==> config.mk <==
export PLATFORM = sky130hd
export DESIGN_NAME = xosera_bus_host
export DESIGN_NICKNAME = d
export VERILOG_FILES = /design/src/rtl/xosera_bus_host_pkg.sv /design/src/rtl/xosera_cmd_fifo.sv /design/src/rtl/xosera_bus_host.sv
export SDC_FILE = /design/constraint.sdc
export NUM_CORES = 1
export LEC_CHECK = 0
export ABC_AREA = 1
export CORE_UTILIZATION = 35
export DETAILED_ROUTE_END_ITERATION = 10
export PLACE_DENSITY_LB_ADDON = 0.2
export SETUP_SLACK_MARGIN = 0.15
export SYNTH_ARGS = -nofsm -noshare
export SYNTH_HDL_FRONTEND = slang
export SYNTH_SLANG_ARGS = --single-unit
==> constraint.sdc <==
create_clock -name clk -period 5.27 [get_ports clk]
set_input_delay 1.3175 -clock clk [delete_from_list [all_inputs] [get_ports clk]]
set_output_delay 1.3175 -clock clk [all_outputs]
set_load 0.02 [all_outputs]
==> src/rtl/xosera_bus_host_pkg.sv <==
// Shared types for the Xosera host bus sequencer.
//   bh_mode_t  : byte selection of a queued command (WORD / HI / LO)
//   bh_cmd_t   : one queued command, 23 bits
//   bh_state_t : sequencer states
//   max3       : constant helper used to size the phase counter
package xosera_bus_host_pkg;

  typedef enum logic [1:0] {
    BH_WORD = 2'b00,
    BH_HI   = 2'b01,
    BH_LO   = 2'b10
  } bh_mode_t;

  // mode is kept as raw bits so the unused encoding 11 survives the FIFO
  // and is decoded as a WORD by the sequencer.
  typedef struct packed {
    logic        rd_nwr;
    logic [3:0]  reg_num;
    logic [1:0]  mode;
    logic [15:0] data;
  } bh_cmd_t;

  typedef enum logic [2:0] {
    ST_IDLE,
    ST_LOAD,
    ST_SETUP,
    ST_STROBE,
    ST_GAP,
    ST_RESP
  } bh_state_t;

  function automatic int max3(input int a, input int b, input int c);
    int m;
    m = (a > b) ? a : b;
    return (m > c) ? m : c;
  endfunction

endpackage

==> src/rtl/xosera_cmd_fifo.sv <==
// Synchronous command FIFO for the host bus sequencer.
// Ports:
//   clk, reset_i      : clock, asynchronous active-high reset (empties FIFO)
//   push, din         : write request / data (ignored when full)
//   pop, dout         : read request (ignored when empty) / head entry
//   full, empty       : status, derived from pointers with a wrap bit
module xosera_cmd_fifo
  import xosera_bus_host_pkg::*;
#(
  parameter int DEPTH = 4
) (
  input  logic    clk,
  input  logic    reset_i,
  input  logic    push,
  input  bh_cmd_t din,
  input  logic    pop,
  output bh_cmd_t dout,
  output logic    full,
  output logic    empty
);

  localparam int AW = $clog2(DEPTH);

  bh_cmd_t      mem [DEPTH];
  logic [AW:0]  wr_ptr;
  logic [AW:0]  rd_ptr;
  logic         do_push;
  logic         do_pop;

  assign do_push = push && !full;
  assign do_pop  = pop && !empty;

  // Same index with differing wrap bits means the writer lapped the reader.
  assign empty = (wr_ptr == rd_ptr);
  assign full  = (wr_ptr[AW] != rd_ptr[AW]) && (wr_ptr[AW-1:0] == rd_ptr[AW-1:0]);
  assign dout  = mem[rd_ptr[AW-1:0]];

  always_ff @(posedge clk) begin
    if (do_push) begin
      mem[wr_ptr[AW-1:0]] <= din;
    end
  end

  always_ff @(posedge clk or posedge reset_i) begin
    if (reset_i) begin
      wr_ptr <= '0;
      rd_ptr <= '0;
    end else begin
      if (do_push) wr_ptr <= wr_ptr + 1'b1;
      if (do_pop)  rd_ptr <= rd_ptr + 1'b1;
    end
  end

endmodule

==> src/rtl/xosera_bus_host.sv <==
// Host-side Xosera bus sequencer: queued 16-bit register commands become
// 8-bit bus_* strobe cycles (high byte first) with programmable setup,
// strobe and gap lengths. Read results return on a valid/ready port.
// Ports:
//   clk, reset_i                       : clock, async active-high reset
//   cmd_valid_i/cmd_ready_o            : command handshake
//   cmd_rd_nwr_i, cmd_reg_num_i,
//   cmd_mode_i, cmd_data_i             : command fields
//   rsp_valid_o/rsp_ready_i,
//   rsp_data_o, rsp_reg_num_o          : read response
//   bus_cs_n_o, bus_rd_nwr_o, bus_bytesel_o,
//   bus_reg_num_o, bus_data_o, bus_data_i : Xosera 8-bit bus
//   busy_o                             : queued work or sequencer active
module xosera_bus_host
  import xosera_bus_host_pkg::*;
#(
  parameter int SETUP_CYCLES  = 1,
  parameter int STROBE_CYCLES = 4,
  parameter int GAP_CYCLES    = 4,
  parameter int FIFO_DEPTH    = 4
) (
  input  logic        clk,
  input  logic        reset_i,
  input  logic        cmd_valid_i,
  output logic        cmd_ready_o,
  input  logic        cmd_rd_nwr_i,
  input  logic [3:0]  cmd_reg_num_i,
  input  logic [1:0]  cmd_mode_i,
  input  logic [15:0] cmd_data_i,
  output logic        rsp_valid_o,
  input  logic        rsp_ready_i,
  output logic [15:0] rsp_data_o,
  output logic [3:0]  rsp_reg_num_o,
  output logic        bus_cs_n_o,
  output logic        bus_rd_nwr_o,
  output logic        bus_bytesel_o,
  output logic [3:0]  bus_reg_num_o,
  output logic [7:0]  bus_data_o,
  input  logic [7:0]  bus_data_i,
  output logic        busy_o
);

  localparam int MAX_CYC = max3(SETUP_CYCLES, STROBE_CYCLES, GAP_CYCLES);
  localparam int CW      = $clog2(MAX_CYC + 1);
  // Counter is loaded with length-1 on phase entry and the phase ends at 0.
  localparam logic [CW-1:0] SETUP_LOAD  = CW'(SETUP_CYCLES - 1);
  localparam logic [CW-1:0] STROBE_LOAD = CW'(STROBE_CYCLES - 1);
  localparam logic [CW-1:0] GAP_LOAD    = CW'(GAP_CYCLES - 1);

  bh_cmd_t   cmd_in;
  bh_cmd_t   fifo_dout;
  logic      fifo_full;
  logic      fifo_empty;
  bh_state_t state;
  logic [CW-1:0] cnt;
  logic      cur_word;    // second (low) byte still owed after byte 0
  logic [7:0] cur_lo;     // low write byte kept for the second half of a WORD

  assign cmd_in      = {cmd_rd_nwr_i, cmd_reg_num_i, cmd_mode_i, cmd_data_i};
  assign cmd_ready_o = !fifo_full;
  assign busy_o      = !fifo_empty || (state != ST_IDLE);

  xosera_cmd_fifo #(.DEPTH(FIFO_DEPTH)) u_fifo (
    .clk     (clk),
    .reset_i (reset_i),
    .push    (cmd_valid_i),
    .din     (cmd_in),
    .pop     (state == ST_LOAD),
    .dout    (fifo_dout),
    .full    (fifo_full),
    .empty   (fifo_empty)
  );

  always_ff @(posedge clk or posedge reset_i) begin
    if (reset_i) begin
      state         <= ST_IDLE;
      cnt           <= '0;
      cur_word      <= 1'b0;
      cur_lo        <= '0;
      rsp_valid_o   <= 1'b0;
      rsp_data_o    <= '0;
      rsp_reg_num_o <= '0;
      bus_cs_n_o    <= 1'b1;
      bus_rd_nwr_o  <= 1'b1;
      bus_bytesel_o <= 1'b0;
      bus_reg_num_o <= '0;
      bus_data_o    <= '0;
    end else begin
      case (state)
        ST_IDLE: begin
          if (!fifo_empty) state <= ST_LOAD;
        end
        ST_LOAD: begin
          // Bus fields are set up here so they are valid in the first SETUP cycle.
          cur_word      <= (fifo_dout.mode != BH_HI) && (fifo_dout.mode != BH_LO);
          cur_lo        <= fifo_dout.data[7:0];
          bus_rd_nwr_o  <= fifo_dout.rd_nwr;
          bus_reg_num_o <= fifo_dout.reg_num;
          bus_bytesel_o <= (fifo_dout.mode == BH_LO);
          if (fifo_dout.rd_nwr) begin
            bus_data_o <= '0;
            rsp_data_o <= '0;
          end else if (fifo_dout.mode == BH_LO) begin
            bus_data_o <= fifo_dout.data[7:0];
          end else begin
            bus_data_o <= fifo_dout.data[15:8];
          end
          cnt   <= SETUP_LOAD;
          state <= ST_SETUP;
        end
        ST_SETUP: begin
          if (cnt == '0) begin
            bus_cs_n_o <= 1'b0;
            cnt        <= STROBE_LOAD;
            state      <= ST_STROBE;
          end else begin
            cnt <= cnt - 1'b1;
          end
        end
        ST_STROBE: begin
          if (cnt == '0) begin
            if (bus_rd_nwr_o) begin
              if (bus_bytesel_o) rsp_data_o[7:0]  <= bus_data_i;
              else               rsp_data_o[15:8] <= bus_data_i;
            end
            bus_cs_n_o <= 1'b1;
            cnt        <= GAP_LOAD;
            state      <= ST_GAP;
          end else begin
            cnt <= cnt - 1'b1;
          end
        end
        ST_GAP: begin
          if (cnt != '0) begin
            cnt <= cnt - 1'b1;
          end else if (cur_word && !bus_bytesel_o) begin
            bus_bytesel_o <= 1'b1;
            bus_data_o    <= bus_rd_nwr_o ? 8'h00 : cur_lo;
            cnt           <= SETUP_LOAD;
            state         <= ST_SETUP;
          end else if (bus_rd_nwr_o) begin
            rsp_valid_o   <= 1'b1;
            rsp_reg_num_o <= bus_reg_num_o;
            state         <= ST_RESP;
          end else begin
            bus_rd_nwr_o  <= 1'b1;
            bus_bytesel_o <= 1'b0;
            bus_reg_num_o <= '0;
            bus_data_o    <= '0;
            state         <= ST_IDLE;
          end
        end
        ST_RESP: begin
          if (rsp_ready_i) begin
            rsp_valid_o   <= 1'b0;
            bus_rd_nwr_o  <= 1'b1;
            bus_bytesel_o <= 1'b0;
            bus_reg_num_o <= '0;
            bus_data_o    <= '0;
            state         <= ST_IDLE;
          end
        end
        default: state <= ST_IDLE;
      endcase
    end
  end

endmodule

# Word-level counts from Yosys, hierarchy flattened

Memory sizes are Yosys's and may differ from the RTL's.
Index checks and enable logic that the tools add are counted.

Flip-flop bits (word level): 57
Bits in latches: 0
Memory bits (writable): 92
ROM bits: 0
Input bits: 35
Output and inout port bits: 38
Memories: 1

Memories:

| memory     | depth | bits a word | read ports | clocked after Yosys merged registers in | wr ports | line                  | source |
|---|---|---|---|---|---|---|---|
| u_fifo.mem | 4     | 23          | 1          | 0                                       | 1        | xosera_cmd_fifo.sv:24 | `bh_cmd_t mem [DEPTH];` |

Add/sub/neg operators: 3
Multiply operators: 0
Divide/modulo/power cells: 0
Order comparisons: 0
Eq/ne operators: 25
Shifts and indexed selects: 0
Mux-type cells: 49
Bitwise logic cells: 2
Reductions and logical operators: 29

Operators by type and width:

| kind                                          | number |
|---|---|
| 2-to-1 mux 8 bit                              | 9 |
| 2-to-1 mux 16 bit                             | 3 |
| case mux 16 bit (2 select lines)              | 1 |
| 2-to-1 mux 3 bit                              | 10 |
| != test 2 bit, second input constant          | 13 |
| AND reduction 5 bit                           | 5 |
| case mux 8 bit (3 select lines)               | 1 |
| case mux 3 bit (6 select lines)               | 1 |
| 2-to-1 mux 4 bit                              | 4 |
| 2-to-1 mux 1 bit                              | 14 |
| case mux 4 bit (3 select lines)               | 1 |
| AND reduction 4 bit                           | 3 |
| nonzero test 3 bit                            | 4 |
| case mux 3 bit (3 select lines)               | 1 |
| adder 3 x 1 -> 3 bit, second input constant   | 2 |
| == test 3 x 2 -> 1 bit, second input constant | 2 |
| == test 3 bit, second input constant          | 2 |
| logical NOT 3 bit                             | 2 |
| != test 3 bit, second input constant          | 2 |
| case mux 1 bit (3 select lines)               | 2 |
| nonzero test 2 bit                            | 3 |
| logical AND 1 bit                             | 5 |
| case mux 1 bit (2 select lines)               | 2 |
| == test 3 x 1 -> 1 bit, second input constant | 1 |
| 12 further kinds                              | 15 |

# Longest topological paths before layout

Depth after elaboration: 6
Mapped depth: 11

# Modules after synthesis

Synthesis repeated with hierarchy kept, for this count alone.

Cell total of the unflattened synthesis: 655
Area total of the unflattened synthesis: 6480.0 um2

By module, submodules not included:

| module          | instances | cells each | area an instance (um2) |
|---|---|---|---|
| xosera_cmd_fifo | 1         | 283        | 3822.4 |
| xosera_bus_host | 1         | 372        | 2657.5 |

# Least setup slack after synthesis

OpenSTA, ideal clock, no wires.

Path type: input to register
Start point: in cmd_valid_i
End point: mem u_fifo.mem[0][0] (netlist name) (enable)
Setup time: 0.403 ns
Data arrival time: 2.482 ns
Required time: 4.867 ns
Setup slack: 2.385 ns
Stages: 2
Buffers on the path: 0
Cell sequence: nand2_1 nor2_1

Cells in the longest elaborated chain, start to end: 3

Ends and longest elaborated chain:

| what                                   | line                  | source |
|---|---|---|
| start: declaration                     | xosera_bus_host.sv:24 | `input logic cmd_valid_i,` |
| logical AND 1 bit                      | xosera_cmd_fifo.sv:30 | `assign do_push = push && !full;` |
| 2-to-1 mux 1 bit                       | xosera_cmd_fifo.sv:39 | `if (do_push) begin` |
| 2-to-1 mux 1 bit (implied by the code) | xosera_cmd_fifo.sv:40 | `mem[wr_ptr[AW-1:0]] <= din;` |
| end: declaration                       | xosera_cmd_fifo.sv:24 |  |

Every way passes these cells.

# Worst setup path in the final report

Start point: reg u_fifo.rd_ptr[0]
End point: out busy_o

Cells in the longest elaborated chain, start to end: 3

Ends and longest elaborated chain:

| what                     | line                  | source |
|---|---|---|
| start: declaration       | xosera_cmd_fifo.sv:26 | `logic [AW:0] rd_ptr;` |
| start signal: assignment | xosera_cmd_fifo.sv:50 | `if (do_pop) rd_ptr <= rd_ptr + 1'b1;` |
| == test 3 bit            | xosera_cmd_fifo.sv:34 | `assign empty = (wr_ptr == rd_ptr);` |
| logical NOT 1 bit        | xosera_bus_host.sv:61 | `assign busy_o = !fifo_empty \|\| (state != ST_IDLE);` |
| logical OR 1 bit         | xosera_bus_host.sv:61 |  |
| end: declaration         | xosera_bus_host.sv:40 | `output logic busy_o` |

Every way passes these cells.

==> out/results.txt <==
The capture instance of the worst register-to-register path is bus_data_o[5]. The share of the synthesized netlist area taken by xor and xnor gates was 0.00958. The highest net fanout along the worst path was 49; the slew at the pin closest to its max-slew limit was 1.07 ns. The logs give 5 for the total iterations of the first detailed-routing run and 681 for the synthesized net count. The proportion of layout cells with a drive suffix above 1 was 0.0848; the share of cell area taken by muxes after synthesis was 0.

The fraction of the mapped netlist area in adder cells was 0.0117; the minimum clock period after layout was 3.63 ns. The routed wire length per instance is 15.0 um. The run gives 279 as the number of DRC violations after detailed-routing iteration 0. For the worst setup path, the data required time is 3.95 ns. The total core area came out at 18000 um2. For the number of antenna violations at the first check in global routing, the log shows 0. For this design the static power due to leakage is 3.35 nW. In this run the horizontal extent of the chip is 137 um. The first-pass GRT wire length is 23.4 mm.

The flow ran to the end, and the final reports show no timing, DRC or antenna violations. Setup repair after global routing left no endpoint under its margin. The run gives 0.42 ns as the insertion delay of the later-clocked pin in the worst-skew pair. The antenna diode instance count was 0; the sink count of the clock tree was 149. The floorplan step set the die height to 137 um.

The overall routed net length is 14.4 mm, and the number of buffers on the longest clock path is 2. Clock-pin slew was measured on the worst setup and hold paths at 0.06 ns. The synthesized design contains 92 enable-type register cells.

The count of nets left with antenna violations once routing finished came out at 0. The number of cell instances on the worst register-to-register path came out at 9. Across the run, the number of max-cap violations was 0. The worst-case IR drop observed on VDD is 0.302 mV. 73 I/O pins were placed. The post-synthesis cell count was 640; the worst slew margin relative to its limit was 0.284.

The clock tree skew after final layout is 0.00901 ns, and the post-synthesis to final-layout area growth is 25.7%. The tools report the global routing usage summed across all routing layers as 0.166. The tools report the post-CTS setup buffer count as 0.

Critical path class: reg2out. Maximum achievable frequency: 276 MHz. In this run the mean area of a mapped cell was 10.0 um2. After synthesis, the largest family of logic cells by area is simple AND/OR/NAND/NOR gates.

The die covers 18800 um2. After floorplanning, the core was divided into 49 placement rows. Counting distinct cell types in the post-synthesis netlist gives 32.

The startpoint of the most critical register-to-register path was u_fifo.rd_ptr[1]. Counting instances, the worst hold path has a depth of 2. The number of inserted filler cells in the final layout was 1705. The classification of the worst-slack hold path was reg2reg.

Startpoint type of the worst setup path: a flip-flop. The non-filler instance count after layout is 960. The share of the yosys chip area belonging to registers was 0.655; the areal power density over the cells was 632 nW/um2. Summed over all layers, the global routing overflow is 0. The tools report the initial core utilization as 0.356.

At the end of routability-driven placement, the weighted congestion stood at 0.862. Simple logic cell fraction of the synthesized area: 0.216. The final layout contains 759 nets.

In the synthesized netlist the dominant register cell turns out to be sky130_fd_sc_hd__edfxtp_1. The endpoint of the worst hold-timing path is rsp_data_o[5]. The logs give 17 for the number of buffers added by the clock tree synthesis step and 6400 um2 for the area of the mapped netlist. For the number of hold-slack violations in the final timing report, the log shows 0.

The Yosys step of the flow raised 0 warnings. The worst hold path begins at rsp_data_o[5]. The number of max-slew violations in the final report was 0; the proportion of register bits with asynchronous set or reset after synthesis was 0.383. The detailed router placed 4578 vias in this run.

Dividing the detail-routed via count by the number of cells gives 4.77. The number of remaining DRC errors was 0; the number of port buffers was 72. Number of cells upsized or downsized after cts: 0. Setup violations remaining at the end of the flow were counted as 0. CTS root buffer: sky130_fd_sc_hd__clkbuf_16. The final period utilization was 0.689; the flip-flop and latch count after synthesis was 149.

STA puts the critical path data arrival time at 2.31 ns. Hold repair after CTS inserted 0 buffers. Setup slack of the worst register-to-register path: 2.01 ns.

The logs give 5.09 mW for the overall power and 4486 for the number of global-route vias before repair. Share of the core filled with cells: 0.448. The fraction of the mapped netlist area in compound gates was 0.0547; the maximum number of pins on one net before global-route repair was 50. Detailed placement finished with a half-perimeter wire length of 9.65 mm. Adding up every negative setup slack in the final design gives 0 ns. Kind of end point of the critical path: a primary output.

TritonCTS built the clock tree. The number of placed instances, taps included, is 928. The total number of H-tree levels is 4.
[synth_stat cells, types with 5 or more instances]
| master | number | area share |
|---|---|---|
| sky130_fd_sc_hd__o21ai_0 | 38 | 0.030 |
| sky130_fd_sc_hd__nand3_1 | 71 | 0.056 |
| sky130_fd_sc_hd__clkbuf_1 | 7 | 0.0041 |
| sky130_fd_sc_hd__buf_2 | 7 | 0.0055 |
| sky130_fd_sc_hd__ha_1 | 6 | 0.012 |
| sky130_fd_sc_hd__edfxtp_1 | 92 | 0.43 |
| sky130_fd_sc_hd__inv_2 | 6 | 0.0035 |
| sky130_fd_sc_hd__buf_1 | 6 | 0.0035 |
| sky130_fd_sc_hd__a21oi_1 | 22 | 0.017 |
| sky130_fd_sc_hd__dfrtp_1 | 55 | 0.21 |
| sky130_fd_sc_hd__inv_1 | 58 | 0.034 |
| sky130_fd_sc_hd__nand2_1 | 189 | 0.11 |
| sky130_fd_sc_hd__nor2_1 | 50 | 0.029 |
| sky130_fd_sc_hd__xnor2_1 | 5 | 0.0068 |
[through the flow]
stage | hold slack, ns | setup WS, ns | area (um2)
floorplan | 0.454 | 2.39 | 6400
global placement | 0.461 | 2.11 | 7380
detailed placement | 0.462 | 1.97 | 7380
CTS | 0.477 | 1.60 | 8050
global route | 0.487 | 1.49 | 8050
finish | 0.470 | 1.64 | 8050
[power breakdown]
group,switching [mW],leakage (nW),internal (mW)
logic,1.25,1.47,0.673
clock network,0.461,0.319,0.882
registers,0.200,1.56,1.62
total,1.91,3.35,3.18
[placed cells by master (no fill, tap or decap), types with 4 or more instances in the layout]
cell type                         instances
sky130_fd_sc_hd__bufinv_16                6
sky130_fd_sc_hd__nand2_1                189
sky130_fd_sc_hd__xnor2_1                  5
sky130_fd_sc_hd__inv_2                    7
sky130_fd_sc_hd__nor2_2                   6
sky130_fd_sc_hd__clkbuf_16               17
sky130_fd_sc_hd__clkdlybuf4s50_1         72
sky130_fd_sc_hd__ha_1                     6
sky130_fd_sc_hd__buf_4                    8
sky130_fd_sc_hd__nor2_1                  46
sky130_fd_sc_hd__dfrtp_1                 55
sky130_fd_sc_hd__a21oi_1                 22
sky130_fd_sc_hd__nand3_1                 71
sky130_fd_sc_hd__inv_1                   57
sky130_fd_sc_hd__edfxtp_1                92
sky130_fd_sc_hd__o21ai_0                 38
sky130_fd_sc_hd__clkinv_1                 4
[flip-flops by register name, indices dropped and copies added, names as in the netlist, 3 cells and up]
| name | cells |
|---|---|
| rsp_data_o | 16 |
| cnt | 3 |
| rsp_reg_num_o | 4 |
| bus_reg_num_o | 4 |
| u_fifo.rd_ptr | 3 |
| cur_lo | 8 |
| u_fifo.wr_ptr | 3 |
| state | 3 |
| bus_data_o | 8 |
| u_fifo.mem | 92 |
[how the worst max path moves through the flow]
stage,start,endpoint,slack (ns),cells past startpoint
after global placement,u_fifo.rd_ptr[0],busy_o,2.11,4
final,u_fifo.rd_ptr[0],busy_o,1.64,4
after global routing,u_fifo.rd_ptr[0],busy_o,1.49,4
after floorplan,cmd_valid_i,u_fifo.mem[0][0],2.39,2
after detailed placement,u_fifo.rd_ptr[1],bus_data_o[5],1.97,9
after CTS,u_fifo.rd_ptr[0],busy_o,1.60,4
[per-layer routing]
layer / wire, um / global-route usage
met4: 214 / 0.0525
met3: 639 / 0.0423
met2: 6760 / 0.276
met1: 6770 / 0.213
met5: 0 / 0
[kinds of logic after synthesis]
group / after synthesis
AND/OR/NAND/NOR: 326
XOR/XNOR: 7
AO/OA/AOI/OAI: 66
flip-flops: 149
adder cells (fa/ha/maj): 6
buffers and inverters: 86
[critical path, stage by stage, from the launching register on]
cell and delay [ns]:
sky130_fd_sc_hd__dfrtp_1 0.32, sky130_fd_sc_hd__buf_4 0.44, sky130_fd_sc_hd__xnor2_1 0.23, sky130_fd_sc_hd__nand4_1 0.28
sky130_fd_sc_hd__clkdlybuf4s50_1 0.62
[area by class of cell]
class	instances	area, um2	area share
sequential	149	4190	0.521
timing repair buffer	80	781	0.0970
clock inverter	15	235	0.0292
inverter	65	244	0.0303
multi-input combinational	405	1880	0.234
clock buffer	17	425	0.0529
tap	229	287	0.0356
(Power assumes the default switching activity.)
